[src/rtl/bin_to_bcd_seq_if.sv]
// bin_to_bcd_seq_if
//   Start/busy/done handshake bundle between the freeze stage (master) and
//   the binary-to-BCD converter (slave).
//   start : request a conversion (master -> slave)
//   in    : binary value, captured only on the accepting edge
//   busy  : conversion in progress (slave -> master)
//   done  : one-cycle pulse when out is updated
//   out   : packed BCD result, digit 0 (units) in bits [3:0]
interface bin_to_bcd_seq_if #(
  parameter int WIDTH  = 8,
  parameter int DIGITS = 3
) ();
  logic                  start;
  logic [WIDTH-1:0]      in;
  logic                  busy;
  logic                  done;
  logic [4*DIGITS-1:0]   out;

  modport master (output start, output in, input busy, input done, input out);
  modport slave  (input start, input in, output busy, output done, output out);
endinterface

[src/rtl/bin_to_bcd_seq.sv]
// bin_to_bcd_seq
//   Sequential double-dabble binary to packed-BCD converter. One shift/add
//   iteration per clock keeps the datapath to DIGITS independent 4-bit
//   adders. A conversion takes width+1 edges from the accepting edge to the
//   edge that publishes the result.
//   clk     : system clock, rising edge
//   reset_n : asynchronous active-low reset
//   bus     : slave side of bin_to_bcd_seq_if (start/in/busy/done/out)
//
//   state  | meaning
//   IDLE   | waiting for start; out holds last result
//   SHIFT  | width adjust-and-shift iterations
//   LATCH  | copy scratch to out, raise done for one cycle
module bin_to_bcd_seq #(
  parameter int width  = 8,
  parameter int DIGITS = 3
) (
  input  logic               clk,
  input  logic               reset_n,
  bin_to_bcd_seq_if.slave    bus
);

  localparam int CNT_W = $clog2(width + 1);
  localparam int BCD_W = 4 * DIGITS;

  function automatic longint unsigned pow10(input int n);
    longint unsigned p;
    p = 64'd1;
    for (int i = 0; i < n; i++) p = p * 64'd10;
    return p;
  endfunction

  localparam longint unsigned MAX_DEC = pow10(DIGITS);
  localparam longint unsigned MAX_BIN = (64'd1 << width) - 64'd1;

  // Every width-bit value must fit in DIGITS decimal digits.
  if (!(MAX_DEC > MAX_BIN)) begin : g_bad_params
    $error("bin_to_bcd_seq: DIGITS too small for width");
  end

  typedef enum logic [1:0] {
    S_IDLE  = 2'd0,
    S_SHIFT = 2'd1,
    S_LATCH = 2'd2
  } state_t;

  state_t             r_state;
  state_t             w_state_nxt;
  logic [width-1:0]   r_shift;
  logic [BCD_W-1:0]   r_scratch;
  logic [CNT_W-1:0]   r_cnt;
  logic [BCD_W-1:0]   r_out;
  logic               r_done;
  logic [BCD_W-1:0]   w_adj;
  logic               w_busy;

  // State register
  always_ff @(posedge clk or negedge reset_n) begin
    if (!reset_n) r_state <= S_IDLE;
    else          r_state <= w_state_nxt;
  end

  // Next-state logic
  always_comb begin
    w_state_nxt = r_state;
    case (r_state)
      S_IDLE:  if (bus.start) w_state_nxt = S_SHIFT;
      S_SHIFT: if (r_cnt == CNT_W'(1)) w_state_nxt = S_LATCH;
      S_LATCH: w_state_nxt = S_IDLE;
      default: w_state_nxt = S_IDLE;
    endcase
  end

  // Output logic
  always_comb begin
    w_busy = 1'b0;
    case (r_state)
      S_SHIFT: w_busy = 1'b1;
      S_LATCH: w_busy = 1'b1;
      default: w_busy = 1'b0;
    endcase
  end

  // Add-3 correction per digit before the shift; digits never carry into
  // each other because a corrected digit is at most 12.
  always_comb begin
    w_adj = r_scratch;
    for (int i = 0; i < DIGITS; i++) begin
      if (r_scratch[4*i +: 4] >= 4'd5) w_adj[4*i +: 4] = r_scratch[4*i +: 4] + 4'd3;
    end
  end

  // Datapath
  always_ff @(posedge clk or negedge reset_n) begin
    if (!reset_n) begin
      r_shift   <= '0;
      r_scratch <= '0;
      r_cnt     <= '0;
      r_out     <= '0;
      r_done    <= 1'b0;
    end else begin
      r_done <= 1'b0;
      case (r_state)
        S_IDLE: begin
          if (bus.start) begin
            r_shift   <= bus.in;
            r_scratch <= '0;
            r_cnt     <= CNT_W'(width);
          end
        end
        S_SHIFT: begin
          r_scratch <= {w_adj[BCD_W-2:0], r_shift[width-1]};
          r_shift   <= r_shift << 1;
          r_cnt     <= r_cnt - CNT_W'(1);
        end
        S_LATCH: begin
          r_out  <= r_scratch;
          r_done <= 1'b1;
        end
        default: ;
      endcase
    end
  end

  assign bus.busy = w_busy;
  assign bus.done = r_done;
  assign bus.out  = r_out;

endmodule

[src/flat_wrapper.sv]
// flat-port wrapper written by rule: the top's interface ports become plain ports
module bin_to_bcd_seq_flat 
#(
  parameter int width  = 8,
  parameter int DIGITS = 3
)
  (clk, reset_n, bus_start, bus_in, bus_busy, bus_done, bus_out);
  bin_to_bcd_seq_if #(.WIDTH((8)), .DIGITS(DIGITS)) bus_i ();
  input  logic clk;
  input  logic reset_n;
  input wire logic [$bits(bus_i.start)-1:0] bus_start;
  input wire logic [$bits(bus_i.in)-1:0] bus_in;
  output wire logic [$bits(bus_i.busy)-1:0] bus_busy;
  output wire logic [$bits(bus_i.done)-1:0] bus_done;
  output wire logic [$bits(bus_i.out)-1:0] bus_out;
  assign bus_i.start = bus_start;
  assign bus_i.in = bus_in;
  assign bus_busy = bus_i.busy;
  assign bus_done = bus_i.done;
  assign bus_out = bus_i.out;
  bin_to_bcd_seq #(.width(width), .DIGITS(DIGITS)) u_core (.clk(clk), .reset_n(reset_n), .bus(bus_i));
endmodule
[config.mk]
export PLATFORM = sky130hd
export DESIGN_NAME = bin_to_bcd_seq_flat
export DESIGN_NICKNAME = d
export VERILOG_FILES = /design/src/rtl/bin_to_bcd_seq_if.sv /design/src/rtl/bin_to_bcd_seq.sv /design/src/flat_wrapper.sv
export SDC_FILE = /design/constraint.sdc
export NUM_CORES = 1
export LEC_CHECK = 0
export ABC_AREA = 1
export BUFFER_PORTS_ARGS = -buffer_cell sky130_fd_sc_hd__clkbuf_2
export CAP_MARGIN = 20
export CELL_PAD_IN_SITES_DETAIL_PLACEMENT = 0
export CELL_PAD_IN_SITES_GLOBAL_PLACEMENT = 1
export CORE_MARGIN = 5
export CORE_UTILIZATION = 45
export DETAILED_ROUTE_END_ITERATION = 10
export PLACE_DENSITY_LB_ADDON = 0.1
export SYNTH_ARGS = -nofsm -noshare
export SYNTH_HDL_FRONTEND = slang
export SYNTH_SLANG_ARGS = --single-unit
[constraint.sdc]
create_clock -name clk -period 3.01 [get_ports clk]
set_clock_uncertainty 0.1 [all_clocks]
set_input_delay 0.301 -clock clk [delete_from_list [all_inputs] [get_ports clk]]
set_output_delay 0.301 -clock clk [all_outputs]
set_load 0.01 [all_outputs]
==> impl_metrics.tcl <==
set metrics [dict create \
    placed_area_um2 2070 \
    power_density_nw_per_um2 940 \
    dpl_worst_slack_ns 1.18 \
    fillers 384 \
    die_h_um 74.9 \
    wl_per_cell_um 12.8 \
    cts_tree "done" \
    finalCriticalPeriod_ns 1.84 \
    first_pass_iters 4 \
    wirelength_um 3920 \
    layout-drive-gt1-share 0.160 \
    grt_max_degree 40 \
    critPathMaxStageDelay_ns 0.40 \
    finalPower_mw 2.09 \
    max_freq_mhz 545 \
    place_congestion 0.794 \
    end_kind "flip-flop" \
    outcome "completed" \
    drtAntennaViolNets 0 \
    ir_drop_v 0.000382 \
    numCtsBuffers 5 \
    slew_headroom 0.652 \
    placementRows 23 \
    nNetsFinal 277 \
    final_max_slew_viol_count 0 \
    cp_slowest_cell "dfrtp_1" \
    pin_count 25 \
    cts-root-buf "clkbuf_8" \
    period_share 0.610 \
    crit_cells 7 \
    crit_family "compound AO/OA/AOI/OAI gates" \
    setup_viol 0 \
    dpl.hpwl_um 2710 \
    grt_remaining_overflow 0 \
    critPathBufInv 3 \
    worstPathArrival_ns 1.91 \
    die_area_um2 5610 \
    hold_buffers 0 \
    synth_nets 248 \
    clk_pin_slew_ns 0.07 \
    htreeDepth 2 \
    post_layout_nonfiller_instances 306 \
    tightest_slew_ns 0.521 \
    areaGrowthSynthToFinish_pct 16.9 \
    antenna_found_initial 0 \
    ctsResizeCount 0 \
    die_x_um 74.9 \
    synthCells 226 \
    hold_depth 3 \
    grt_pass1_wl_um 6690 \
    clk_latency_ns 0.29 \
    antenna_cells 0 \
    cp-start-kind "flip-flop" \
    worstPathCellList "inv_1 -> ha_1 -> inv_2 -> o21ai_2 -> buf_4 -> nor2_1 -> o21bai_1" \
    start_util 0.467 \
    seq_area_frac_synth 0.515 \
    grtUsageTotal 0.158 \
    dp.cells 296 \
    post-route-drc-count 0 \
    drt_iter0_drc 125 \
    final_common_cell "nand2_1" \
    stdcell_area_um2 2220 \
    hold_violations 0 \
    yosys.cell_types.count 19 \
    p_leak_nw 1.16 \
    portBuffers 24 \
    clkSinkCount 39 \
    avgViaCountPerCell 5.04 \
    crit_type "reg2reg" \
    grt_pass1_vias 1442 \
    postCtsSetupBuffers 0 \
    synth_seq_cells 39 \
    tns_ns 0 \
    syn-cell-area_um2 1900 \
    setup_ws_ns 1.17 \
    ys_warn_count 0 \
    avgSynthCellArea_um2 8.39 \
    crit_fanout 12 \
    clockBufferDepth 2 \
    layout_common_cells "nand2_1 (64), dfrtp_1 (39), nand3_1 (31)" \
    coreArea_um2 4060 \
    drv_cap 0 \
    rsz0062_at_grt "no" \
    worstPathRequired_ns 3.09 \
    vias 1542 \
    r2r_cells 7 \
    hold_class "in2reg" \
]
==> power breakdown <==
part | switching (mW) | leakage, nW | total (mW) | internal (mW)
logic | 0.509 | 0.603 | 0.813 | 0.304
clock network | 0.182 | 0.0612 | 0.451 | 0.268
registers | 0.106 | 0.496 | 0.822 | 0.715
total | 0.798 | 1.16 | 2.09 | 1.29
==> area by class of cell <==
class / count / area (um2) / share of cell area
timing repair buffer: 30 / 180 / 0.0813
clock buffer: 6 / 82.6 / 0.0372
inverter: 21 / 78.8 / 0.0356
multi-input combinational: 158 / 802 / 0.362
sequential: 39 / 976 / 0.440
clock inverter: 2 / 35.0 / 0.0158
tap: 50 / 62.6 / 0.0282
==> final timing paths <==
| kind | start | to | slack, ns |
|---|---|---|---|
| worst max-delay path | u_core.r_state[1] | u_core.r_scratch[4] | 1.17 |
| min in group asynchronous | reset_n | u_core.bus.out[2] | 0.36 |
| max in group asynchronous | reset_n | u_core.r_shift[3] | 1.99 |
| worst min-delay path | bus_in[0] | u_core.r_shift[0] | 0.14 |
| worst max register to register | u_core.r_state[1] | u_core.r_scratch[4] | 1.17 |
| worst min register to register | u_core.r_scratch[9] | u_core.r_scratch[9] | 0.39 |
==> kinds of logic (layout without fill, tap and decap cells) <==
logic type | Yosys count | in the layout | share of synthesized area
flip-flops | 39 | 39 | 0.515
buffers and inverters | 29 | 59 | 0.0627
adder cells (fa/ha/maj) | 11 | 11 | 0.0726
AO/OA/AOI/OAI | 28 | 28 | 0.0798
multiplexers | 1 | 1 | 0.00594
AND/OR/NAND/NOR | 118 | 118 | 0.265
==> layer usage <==
layer  up-vias  track usage  wire, um
met4         0       0.0553        80
met3         7       0.0454       196
met5         -            0         0
li1        793            -         -
met1       705        0.218      1890
met2        37        0.238      1760
==> flip-flops by register name (all words and copies together) (netlist names) <==
signal	flops
u_core.bus.out	12
u_core.bus.done	1
u_core.r_cnt	4
u_core.r_state	2
u_core.r_scratch	12
u_core.r_shift	8
==> per-stage QoR <==
stage                     hold WS, ns   util
after detailed placement        0.369  0.510
after CTS                      0.0888  0.539
after global routing            0.134  0.546
after global placement          0.366  0.510
final                           0.138  0.546
after floorplan               -0.0946      -
==> synth_stat cells <==
cell	number	area, um2
buf_2	5	25.0
mux2_2	1	11.3
buf_4	1	7.51
o21bai_1	2	15.0
ha_1	11	138
nand2_1	64	240
dfrtp_1	39	976
inv_1	19	71.3
a21oi_1	14	70.1
o21ai_2	1	8.76
inv_2	2	7.51
o22ai_1	2	12.5
nand3b_1	1	7.51
nand3_1	31	155
nor3_1	1	5.00
clkbuf_1	2	7.51
o21ai_0	9	45.0
nand4_1	6	37.5
nor2_1	15	56.3
==> worst register-to-register path, delay by kind of cell (launching register included) <==
family / cells / cell delay (ns)
simple gates: 1 / 0.06
compound gates: 2 / 0.51
fa+ha+maj: 1 / 0.19
flops: 1 / 0.40
buf+inv: 3 / 0.45
Note: power is estimated with default switching activity, not from simulation.
